**src/rtl/press_pkg.sv**
```systemverilog
// press_pkg: state and event encodings shared by press_classifier and its bench.
package press_pkg;
  typedef enum logic [2:0] {
    IDLE      = 3'd0,
    PRESS1    = 3'd1,
    WAIT2     = 3'd2,
    PRESS2    = 3'd3,
    LONG_HELD = 3'd4
  } state_t;
  typedef enum logic [1:0] {
    EV_NONE   = 2'd0,
    EV_SHORT  = 2'd1,
    EV_LONG   = 2'd2,
    EV_DOUBLE = 2'd3
  } ev_t;
endpackage

```
**src/rtl/press_classifier_edge_detect.sv**
```systemverilog
// edge_detect: registers db (reset to 1 so a held button gives no rise) and flags its edges.
module edge_detect (
  input  logic clk,
  input  logic reset_n,
  input  logic db,
  output logic rise,
  output logic fall
);
  logic db_d;
  always_ff @(posedge clk) db_d <= reset_n ? db : 1'b1;
  assign rise = db & ~db_d;
  assign fall = ~db & db_d;
endmodule

```
**src/rtl/press_classifier.sv**
```systemverilog
// press_classifier: classifies debounced presses as short/long/double with an event counter.
// Define PRESS_CNT_SAT_EN to make event_count saturate instead of wrapping.
module press_classifier
  import press_pkg::*;
#(
  parameter int LONG_TICKS = 100,
  parameter int DBL_TICKS  = 30,
  parameter int CNT_W      = 8
) (
  input  logic             clk,
  input  logic             reset_n,
  input  logic             db,
  input  logic             tick,
  output logic             short_press,
  output logic             long_press,
  output logic             double_press,
  output logic [CNT_W-1:0] event_count
);
  localparam int TMAX = LONG_TICKS > DBL_TICKS ? LONG_TICKS : DBL_TICKS;
  localparam int TW = $clog2(TMAX);
  localparam logic [TW-1:0] LONG_LAST = TW'(LONG_TICKS - 1);
  localparam logic [TW-1:0] DBL_LAST  = TW'(DBL_TICKS - 1);
  state_t state, nxt;
  ev_t ev, ev_n;
  logic [TW-1:0] tcnt;
  logic [CNT_W-1:0] cnt_n;
  logic rise, fall, long_end, dbl_end;
  edge_detect u_edge (
    .clk(clk),
    .reset_n(reset_n),
    .db(db),
    .rise(rise),
    .fall(fall)
  );
  assign long_end = tick && tcnt == LONG_LAST;
  assign dbl_end  = tick && tcnt == DBL_LAST;
  // edges are tested before tick terms so an edge always wins a same-cycle tick
  always_comb begin
    nxt  = state;
    ev_n = EV_NONE;
    case (state)
      IDLE:      if (rise) nxt = PRESS1;
      PRESS1:
        if (fall) nxt = WAIT2;
        else if (long_end) begin
          nxt  = LONG_HELD;
          ev_n = EV_LONG;
        end
      WAIT2:
        if (rise) nxt = PRESS2;
        else if (dbl_end) begin
          nxt  = IDLE;
          ev_n = EV_SHORT;
        end
      PRESS2:
        if (fall) begin
          nxt  = IDLE;
          ev_n = EV_DOUBLE;
        end else if (long_end) begin
          nxt  = LONG_HELD;
          ev_n = EV_DOUBLE;
        end
      LONG_HELD: if (fall) nxt = IDLE;
      default:   nxt = IDLE;
    endcase
  end
`ifdef PRESS_CNT_SAT_EN
  assign cnt_n = (ev_n != EV_NONE && ~&event_count) ? event_count + CNT_W'(1) : event_count;
`else
  assign cnt_n = event_count + CNT_W'(ev_n != EV_NONE);
`endif
  always_ff @(posedge clk) begin
    if (!reset_n) begin
      state       <= IDLE;
      tcnt        <= '0;
      ev          <= EV_NONE;
      event_count <= '0;
    end else begin
      state       <= nxt;
      tcnt        <= nxt != state ? '0 : tcnt + TW'(tick);
      ev          <= ev_n;
      event_count <= cnt_n;
    end
  end
  assign short_press  = ev == EV_SHORT;
  assign long_press   = ev == EV_LONG;
  assign double_press = ev == EV_DOUBLE;
endmodule

```
**config.mk**
```make
export PLATFORM = sky130hd
export DESIGN_NAME = press_classifier
export DESIGN_NICKNAME = d
export VERILOG_FILES = /design/src/rtl/press_pkg.sv /design/src/rtl/press_classifier_edge_detect.sv /design/src/rtl/press_classifier.sv
export SDC_FILE = /design/constraint.sdc
export NUM_CORES = 1
export LEC_CHECK = 0
export CAP_MARGIN = 30
export CORE_MARGIN = 4
export CORE_UTILIZATION = 40
export CTS_BUF_LIST = sky130_fd_sc_hd__clkbuf_8
export DETAILED_ROUTE_END_ITERATION = 7
export PLACE_DENSITY = 0.69
export SLEW_MARGIN = 20
export SYNTH_ARGS = -nofsm -noshare
export SYNTH_HDL_FRONTEND = slang
export SYNTH_HIERARCHICAL = 1
export SYNTH_SLANG_ARGS = --single-unit
```
**constraint.sdc**
```tcl
create_clock -name clk -period 3.5 [get_ports clk]
set_input_delay 0.7 -clock clk [delete_from_list [all_inputs] [get_ports clk]]
set_output_delay 0.7 -clock clk [all_outputs]
set_load 0.02 [all_outputs]
```
==> impl_metrics.toml, run 1 <==
[timing]
rsz0062_at_grt = "false"
post-route-period-util_pct = 80.57
worst_slack_ns = 0.6801
fin_hold_ws_ns = 0.5390
finalSetupViolCount = 0
worstMarginPinSlew_ns = 0.5063
slew_viol_final = 0
setup_tns_ns = 0
min_period_ns = 2.820
relSlewSlack_pct = 66.25
finalHoldViolCount = 0
fmax_ghz = 0.3546
skew_ns = 0.0009092

[global_routing]
grt_overflow_total = 0
grt_usage_pct = 13.81
grt_start_max_net_pins = 13
antenna_found_initial = 0
grt_pass1_wl_um = 3622
first_global_vias = 872

[setup_path]
cp_slowest_cell = "or4_4"
crit_path_start_kind = "primary input"
crit_chain = "clkdlybuf4s50_1, nor2b_1, or4_4, nor3_2, mux2i_1, o32ai_1, ha_1, and3_1, nand3_1, xor2_1, nor2_1"
worstPathMaxFanout = 3
endpoint_kind = "flop"
required_ns = 3.65
crit_family = "simple AND/OR/NAND/NOR gates"
cp_num_buf_inv = 1
slowest_delay_ns = 0.45
worstPathArrival_ns = 2.97
criticalPathCategory = "in -> reg"

[power_and_ir_drop]
swShare_pct = 23.22
p_seq_share_pct = 56.2
p_comb_share_pct = 8.0
p_switching_uw = 102.4
ir_worst_vdd_mv = 0.2819
pwr-share-clk_pct = 35.7
p_per_area_nw_per_um2 = 345.4
p_int_uw = 338.5
p_leak_nw = 0.4512

[clock_tree]
post_cts_buffers = 0
path_clk_slew_ns = 0.07
cts_tree = "yes"
hold_buffers = 0
cts_buffers = 3
cts_max_level = 1
clockBufferDepth = 2
cts.sinks = 21
clk-insertion-delay-late_ns = 0.26
cts_root_buf = "clkbuf_8"
post_cts_resized = 0

[route]
vias_per_cell = 5.600
drt-total-wl_um = 2046
ant_nets = 0
drcViolationCount = 0
vias = 868
routedWlPerCell_um = 13.20
first_pass_iters = 4
drtIter0Drc = 26

[layout]
final_core_util_pct = 51.05
layout.nets = 134
multi_input_area_um2 = 613.1
fillers = 239
num_antenna_cells = 0
drive_gt1_share_pct = 10.40
finalInstanceArea_um2 = 1276
regArea_um2 = 420.4
area_delta_synth_final_pct = 20.28

[yosys]
syn_inst = 109
yosys_warnings = 6
synth_edf_count = 0
ys_async_sr_fraction_pct = 0
synth_area_per_cell_um2 = 9.734
synthesis.nets = 117
ys.flop_type = "dfxtp_1"
synth_area_um2 = 1061
synth_cell_types = 35
synth_seq_cells = 21
ys_seq_area_share_pct = 39.62

[floorplan]
die_area_um2 = 3540
coreArea_um2 = 2500
start_util_pct = 42.44
ioPinCount = 15
rows = 18
die_h_um = 59.50
die_width_um = 59.50

[flow_run]
drv_cap = 0

[place]
post-place-ws_ns = 0.3957
dpl_cell_area_um2 = 1230
dp_hpwl_um = 1529
port_buffers = 14
place.gp.congestion = 0.8701

[min_path]
hp-class = "reg -> reg"

[status]
status = "complete, no violations"
==> power by group through the flow <==
stage               registers (mW)  clock network [mW]  logic [mW]
floorplan                    0.251                   0      0.0270
global placement             0.253                   0      0.0347
detailed placement           0.253                   0      0.0357
CTS                          0.248               0.164      0.0358
global route                 0.248               0.175      0.0398
finish                       0.248               0.158      0.0355
==> cells by family (layout without fill, tap and decap cells) <==
kind of cell             count (synthesis)  after routing  share of synthesized area, %
AND/OR/NAND/NOR                         50             50                         28.66
multiplexers                             2              2                         1.887
AO/OA/AOI/OAI                           15             15                         13.44
XOR/XNOR                                11             11                         9.081
adder cells (fa/ha/maj)                  4              4                         4.717
flip-flops                              21             21                         39.62
buffers and inverters                    6             22                         2.594
==> tightest hold or removal path: stages, from the launching register on <==
cell and delay (ns):
dfxtp_1 0.36, xor2_1 0.08, nor2_1 0.07
==> synthesized netlist by cell type, types with 2 or more instances <==
library cell  number  area (um2)
nor3_1             8       40.04
and2_1             3       18.77
ha_1               4       50.05
nand2b_1           2       12.51
nor3b_1            3       22.52
nor2_1             7       26.28
xnor2_1            3       26.28
dfxtp_1           21       420.4
a21oi_1            4       20.02
mux2i_1            2       20.02
a211oi_1           3       22.52
nor2b_1            5       31.28
inv_1              2       7.510
and3_1             4       25.02
xor2_1             8       70.07
nand2_1            3       11.26
nand3_1            9       45.04
==> worst paths after layout <==
path,from,end,slack [ns],depth (start not counted)
worst max-delay path,db,event_count[7]$_SDFF_PN0_,0.68,11
worst min-delay path,event_count[7]$_SDFF_PN0_,event_count[7]$_SDFF_PN0_,0.54,2
worst max register to register,tcnt[1]$_SDFF_PP0_,event_count[7]$_SDFF_PN0_,1.24,9
worst min register to register,event_count[7]$_SDFF_PN0_,event_count[7]$_SDFF_PN0_,0.54,2
==> sequential cells by signal (all words and copies together), names as in the netlist <==
name,flops
ev,2
event_count,8
tcnt,7
u_edge/db_d,1
state,3
==> final cells by class <==
| class | instances | share of cell area, % |
|---|---|---|
| multi-input cells | 82 | 48.04 |
| repair buffers | 15 | 11.57 |
| clock inverters | 1 | 0.3922 |
| flip-flops and latches | 21 | 32.94 |
| well taps | 30 | 2.941 |
| clock buffers | 3 | 3.235 |
| inverters | 3 | 0.8824 |
==> cells in the final DEF, fill, tap and decap left out, types with 2 or more instances in the layout <==
cell type and n:
dfxtp_1 21, clkdlybuf4s50_1 14, nand3_1 9, nor3_1 8, xor2_1 8, nor2_1 7
nor2b_1 5, and3_1 4, a21oi_1 4, ha_1 4, nand2_1 3, and2_1 3
nor3b_1 3, a211oi_1 3, xnor2_1 3, clkbuf_8 3, inv_1 2, mux2i_1 2
nand2b_1 2
==> metrics by stage <==
step / total power [mW] / std cells
floorplan: 0.2778 / 109
global placement: 0.2876 / 151
detailed placement: 0.2890 / 151
CTS: 0.4474 / 155
global route: 0.4630 / 155
finish: 0.4409 / 155
==> per-layer routing <==
layer	up-vias	global-route usage, %	wire length (um)
met2	22	24.80	1040
met1	412	13.44	841
met4	0	8.228	49
met5	-	0	0
met3	5	4.793	115
li1	429	-	-
No activity file was read; power rests on OpenSTA's default activity.
==> inputs of run 2 (changes only) <==
==> constraint.sdc (replaced) <==
create_clock -name clk -period 2.8 [get_ports clk]
set_input_delay 0.56 -clock clk [delete_from_list [all_inputs] [get_ports clk]]
set_output_delay 0.56 -clock clk [all_outputs]
set_load 0.02 [all_outputs]
==> impl_metrics.toml, run 2 (same netlist as run 1, synthesis figures left out) <==
[status]
status = "complete, no violations"

[clock_tree]
cts_buffers = 3
cts_tree = "yes"
clockBufferDepth = 2
post_cts_buffers = 0
cts_root_buf = "clkbuf_8"
path_clk_slew_ns = 0.08
clk-insertion-delay-late_ns = 0.26
cts_max_level = 1
cts.sinks = 21

[route]
vias_per_cell = 5.481
vias = 877
ant_nets = 0
drcViolationCount = 0
drt-total-wl_um = 2088
first_pass_iters = 4
drtIter0Drc = 24
routedWlPerCell_um = 13.05

[min_path]
hp-start = "event_count[7]$_SDFF_PN0_"
whs_path_depth = 2
hold_end = "event_count[7]$_SDFF_PN0_"
hp-class = "reg -> reg"

[timing]
skew_ns = 0.004699
rsz0062_at_grt = "false"
worstMarginPinSlew_ns = 0.5073
post-route-period-util_pct = 95.57
finalSetupViolCount = 0
min_period_ns = 2.676
finalHoldViolCount = 0
fmax_ghz = 0.3737
slew_viol_final = 0
fin_hold_ws_ns = 0.5299
setup_tns_ns = 0
relSlewSlack_pct = 66.18

[setup_path]
crit_chain = "clkdlybuf4s50_1, nor2b_1, or4_4, nor3_4, mux2i_1, o32ai_1, ha_1, and3_1, nand3_1, xor2_1, nor2_1"
crit_path_start_kind = "primary input"
crit_family = "simple AND/OR/NAND/NOR gates"
criticalPathCategory = "in -> reg"
ff2ff_setup_slack_ns = 0.55
endpoint_kind = "flop"
timing.rr.end = "event_count[5]$_SDFF_PN0_"
required_ns = 2.96
worstPathArrival_ns = 2.83
r2r_start = "tcnt[1]$_SDFF_PP0_"
worstPathMaxFanout = 3
reg2regPathDepth = 9
cp_num_buf_inv = 1
cp_slowest_cell = "or4_4"
slowest_delay_ns = 0.44

[floorplan]
ioPinCount = 15
rows = 18
die_area_um2 = 3540
die_width_um = 59.50
die_h_um = 59.50
start_util_pct = 42.44
coreArea_um2 = 2500

[layout]
drive_gt1_share_pct = 13.85
mostFrequentLayoutCells = "21 x dfxtp_1, 14 x clkdlybuf4s50_1, 9 x nand3_1"
stdcell_count = 160
fillers = 224
num_antenna_cells = 0
reg_top3 = "event_count (8), tcnt (7), state (3)"
regMostFlops = "event_count"
area_delta_synth_final_pct = 24.41
final_common_cell = "dfxtp_1"
largest_reg_flops = 8
layout.nets = 139

[place]
dp_hpwl_um = 1617
place.gp.congestion = 0.8901
dp_cells = 156
port_buffers = 14

[global_routing]
grt_start_max_net_pins = 13
grt_use_met3_pct = 3.922
grt_pass1_wl_um = 3781
top_usage_layer = "met2"
grt_usage_pct = 14.12
first_global_vias = 883
grt_overflow_total = 0
use_met2_pct = 25.12
grtUsageMet1_pct = 14.89
antenna_found_initial = 0

[flow_run]
drv_cap = 0

[power_and_ir_drop]
ir_worst_vdd_mv = 0.3158
p_leak_nw = 0.4830
p_per_area_nw_per_um2 = 418.5
run 2: changes by cell type in the layout (fill, tap and decap cells not counted):
cell    previous run  this run
nor3_4             0         1
nor3_2             1         0
buf_4              1         6
run 2: worst register-to-register path, cell delays in order (launching register included):
cell and delay (ns):
dfxtp_1 0.36, or4_4 0.55, nor3_4 0.15, mux2i_1 0.09
o32ai_1 0.26, ha_1 0.22, and3_1 0.19, nand3_1 0.11
xor2_1 0.16, nor2_1 0.06
run 2: how the worst max path moves through the flow:
| stage | startpoint | endpoint | depth (start not counted) |
|---|---|---|---|
| global route | db | event_count[7]$_SDFF_PN0_ | 11 |
| CTS | db | event_count[5]$_SDFF_PN0_ | 11 |
| finish | db | event_count[5]$_SDFF_PN0_ | 11 |
| floorplan | db | event_count[5]$_SDFF_PN0_ | 10 |
| detailed placement | db | event_count[5]$_SDFF_PN0_ | 11 |
| global placement | db | event_count[7]$_SDFF_PN0_ | 11 |
run 2: timing repair:
action	CTS	global route
setup endpoints to repair	0	3
hold buffers	0	0
gates resized for setup	0	1
run 2: cell type report:
class / instances / area (um2) / share of cell area, %
well taps: 30 / 37.54 / 2.844
flip-flops and latches: 21 / 420.4 / 31.85
clock inverters: 1 / 5.005 / 0.3791
repair buffers: 20 / 185.2 / 14.03
inverters: 3 / 11.26 / 0.8531
multi-input cells: 82 / 619.3 / 46.92
clock buffers: 3 / 41.29 / 3.128
run 2: routing by layer:
| metal | vias up | share of wire, % | routed length (um) |
|---|---|---|---|
| met2 | 18 | 53 | 1099 |
| met5 | - | 0 | 0 |
| li1 | 437 | - | - |
| met3 | 4 | 4.4 | 92 |
| met4 | 0 | 1.8 | 38 |
| met1 | 418 | 41 | 857 |
run 2: report_power, final:
group          switching [mW]  internal, mW  leakage (nW)  total (mW)
Sequential            0.00628         0.303         0.170       0.309
Clock                  0.0954        0.0990        0.0255       0.194
Combinational          0.0252        0.0233         0.288      0.0485
Total                   0.127         0.426         0.483       0.552
run 2: through the flow:
stage	setup WS [ns]	instance area (um2)	utilization, %	power [mW]
after CTS	0.1242	1314	52.55	0.5611
after global routing	0.002990	1320	52.80	0.5836
after floorplan	0.4609	1061	-	0.3473
final	0.1242	1320	52.80	0.5524
after global placement	-0.05606	1267	50.70	0.3628
after detailed placement	-0.1334	1267	50.70	0.3642
==> inputs of run 3 (changes only) <==
--- a/config.mk
+++ b/config.mk
@@ -10,6 +10,7 @@
 export CORE_UTILIZATION = 40
 export CTS_BUF_LIST = sky130_fd_sc_hd__clkbuf_8
 export DETAILED_ROUTE_END_ITERATION = 7
+export GPL_ROUTABILITY_DRIVEN = 0
 export PLACE_DENSITY = 0.69
 export SLEW_MARGIN = 20
 export SYNTH_ARGS = -nofsm -noshare
==> constraint.sdc (replaced) <==
create_clock -name clk -period 3 [get_ports clk]
set_input_delay 0.6 -clock clk [delete_from_list [all_inputs] [get_ports clk]]
set_output_delay 0.6 -clock clk [all_outputs]
set_load 0.02 [all_outputs]
==> impl_metrics.toml, run 3 (same netlist as run 1, synthesis figures left out) <==
[floorplan]
die_width_um = 59.50
start_util_pct = 42.44
die_area_um2 = 3540
coreArea_um2 = 2500
die_h_um = 59.50
rows = 18
ioPinCount = 15

[setup_path]
endpoint_kind = "flop"
worstPathArrival_ns = 2.87
timing.rr.end = "event_count[6]$_SDFF_PN0_"
r2r_start = "tcnt[1]$_SDFF_PP0_"
worstPathMaxFanout = 3
slowest_delay_ns = 0.44
required_ns = 3.15
crit_path_start_kind = "primary input"
cp_slowest_cell = "or4_4"
criticalPathCategory = "in -> reg"
reg2regPathDepth = 9
crit_start = "db"
ff2ff_setup_slack_ns = 0.75
crit_chain = "clkdlybuf4s50_1, nor2b_1, or4_4, nor3_2, mux2i_1, o32ai_1, ha_1, ha_1, nand3_1, xor2_1, nor2_1"
path_common_cell = "ha_1"

[route]
vias = 843
drt-total-wl_um = 1974
drcViolationCount = 0
ant_nets = 0
first_pass_iters = 5
vias_per_cell = 5.439
drtIter0Drc = 18
routedWlPerCell_um = 12.74

[clock_tree]
hold_buffers = 0
post_cts_resized = 0
cts.sinks = 21
cts_buffers = 3
cts_root_buf = "clkbuf_8"
cts_tree = "yes"
path_clk_slew_ns = 0.07
cts_max_level = 1
clk-insertion-delay-late_ns = 0.26
clockBufferDepth = 2
post_cts_buffers = 0

[place]
dp_hpwl_um = 1570
post-place-ws_ns = -0.01686
port_buffers = 14

[global_routing]
grt_start_max_net_pins = 13
antenna_found_initial = 0
grt_pass1_wl_um = 3567
first_global_vias = 849
grt_usage_pct = 13.20
grt_overflow_total = 0

[layout]
drive_gt1_share_pct = 10.40
reg_top3 = "event_count (8), tcnt (7), state (3)"
mostFrequentLayoutCells = "21 x dfxtp_1, 14 x clkdlybuf4s50_1, 9 x nand3_1"
fillers = 253
regMostFlops = "event_count"
layout.nets = 134
largest_reg_flops = 8
final_common_cell = "dfxtp_1"
area_delta_synth_final_pct = 20.28
num_antenna_cells = 0
final_core_util_pct = 51.05

[power_and_ir_drop]
ir_worst_vdd_mv = 0.4371
p_leak_nw = 0.4512
p_per_area_nw_per_um2 = 398.3

[timing]
post-route-period-util_pct = 90.79
min_period_ns = 2.724
rsz0062_at_grt = "false"
worstMarginPinSlew_ns = 0.5098
slew_viol_final = 0
relSlewSlack_pct = 66.01
skew_ns = 0.004298
worst_slack_ns = 0.2764
finalHoldViolCount = 0
fmax_ghz = 0.3672
finalSetupViolCount = 0

[min_path]
hp-class = "reg -> reg"
whs_path_depth = 2
hold_end = "event_count[7]$_SDFF_PN0_"
hp-start = "event_count[7]$_SDFF_PN0_"

[flow_run]
drv_cap = 0

[status]
status = "complete, no violations"
[run 3: cell count changes in the layout (fill, tap and decap cells not counted)]
cell / before / now
buf_4: 6 / 1
nor3_4: 1 / 0
nor3_2: 0 / 1
[run 3: worst max-delay path, delay by kind of cell]
kind            cells  cell delay [ns]
xor+xnor            1             0.16
compound gates      1             0.25
buf+inv             1             0.43
simple gates        5             0.93
mux                 1             0.09
fa+ha+maj           2             0.41
[run 3: layer usage]
metal  GRT usage, %  vias up  wire (um)
met5              0        -          0
met4          3.165        0         19
met3          4.575        2         96
met2          24.34       14       1029
met1          14.29      401        828
li1               -      426          -
[run 3: worst max-delay path by stage]
stage / end / slack [ns] / depth (start not counted)
after floorplan: event_count[5]$_SDFF_PN0_ / 0.62 / 10
after global placement: event_count[7]$_SDFF_PN0_ / 0.06 / 11
after detailed placement: event_count[6]$_SDFF_PN0_ / -0.02 / 11
after CTS: event_count[6]$_SDFF_PN0_ / 0.25 / 11
after global routing: event_count[6]$_SDFF_PN0_ / 0.09 / 11
final: event_count[6]$_SDFF_PN0_ / 0.28 / 11
[run 3: stage by stage]
step	setup TNS, ns	std cells	hold WS (ns)	area (um2)	total power, mW
global placement	0	151	0.4960	1230	0.3355
CTS	0	155	0.5535	1276	0.5178
global route	0	155	0.5861	1276	0.5374
floorplan	0	109	0.4732	1061	0.3241
detailed placement	-0.04184	151	0.5304	1230	0.3366
finish	0	155	0.5339	1276	0.5083
[run 3: cell type report]
| class | count | area [um2] | area share, % |
|---|---|---|---|
| multi-input combinational | 82 | 613.1 | 48.04 |
| timing repair buffer | 15 | 147.6 | 11.57 |
| sequential | 21 | 420.4 | 32.94 |
| clock buffer | 3 | 41.29 | 3.235 |
| tap | 30 | 37.54 | 2.941 |
| clock inverter | 1 | 5.005 | 0.3922 |
| inverter | 3 | 11.26 | 0.8824 |
[run 3: power by group]
part,switching (mW),total [mW],internal [mW]
clock,0.0864,0.179,0.0923
combinational,0.0216,0.0409,0.0193
sequential,0.00563,0.289,0.283
total,0.114,0.508,0.395
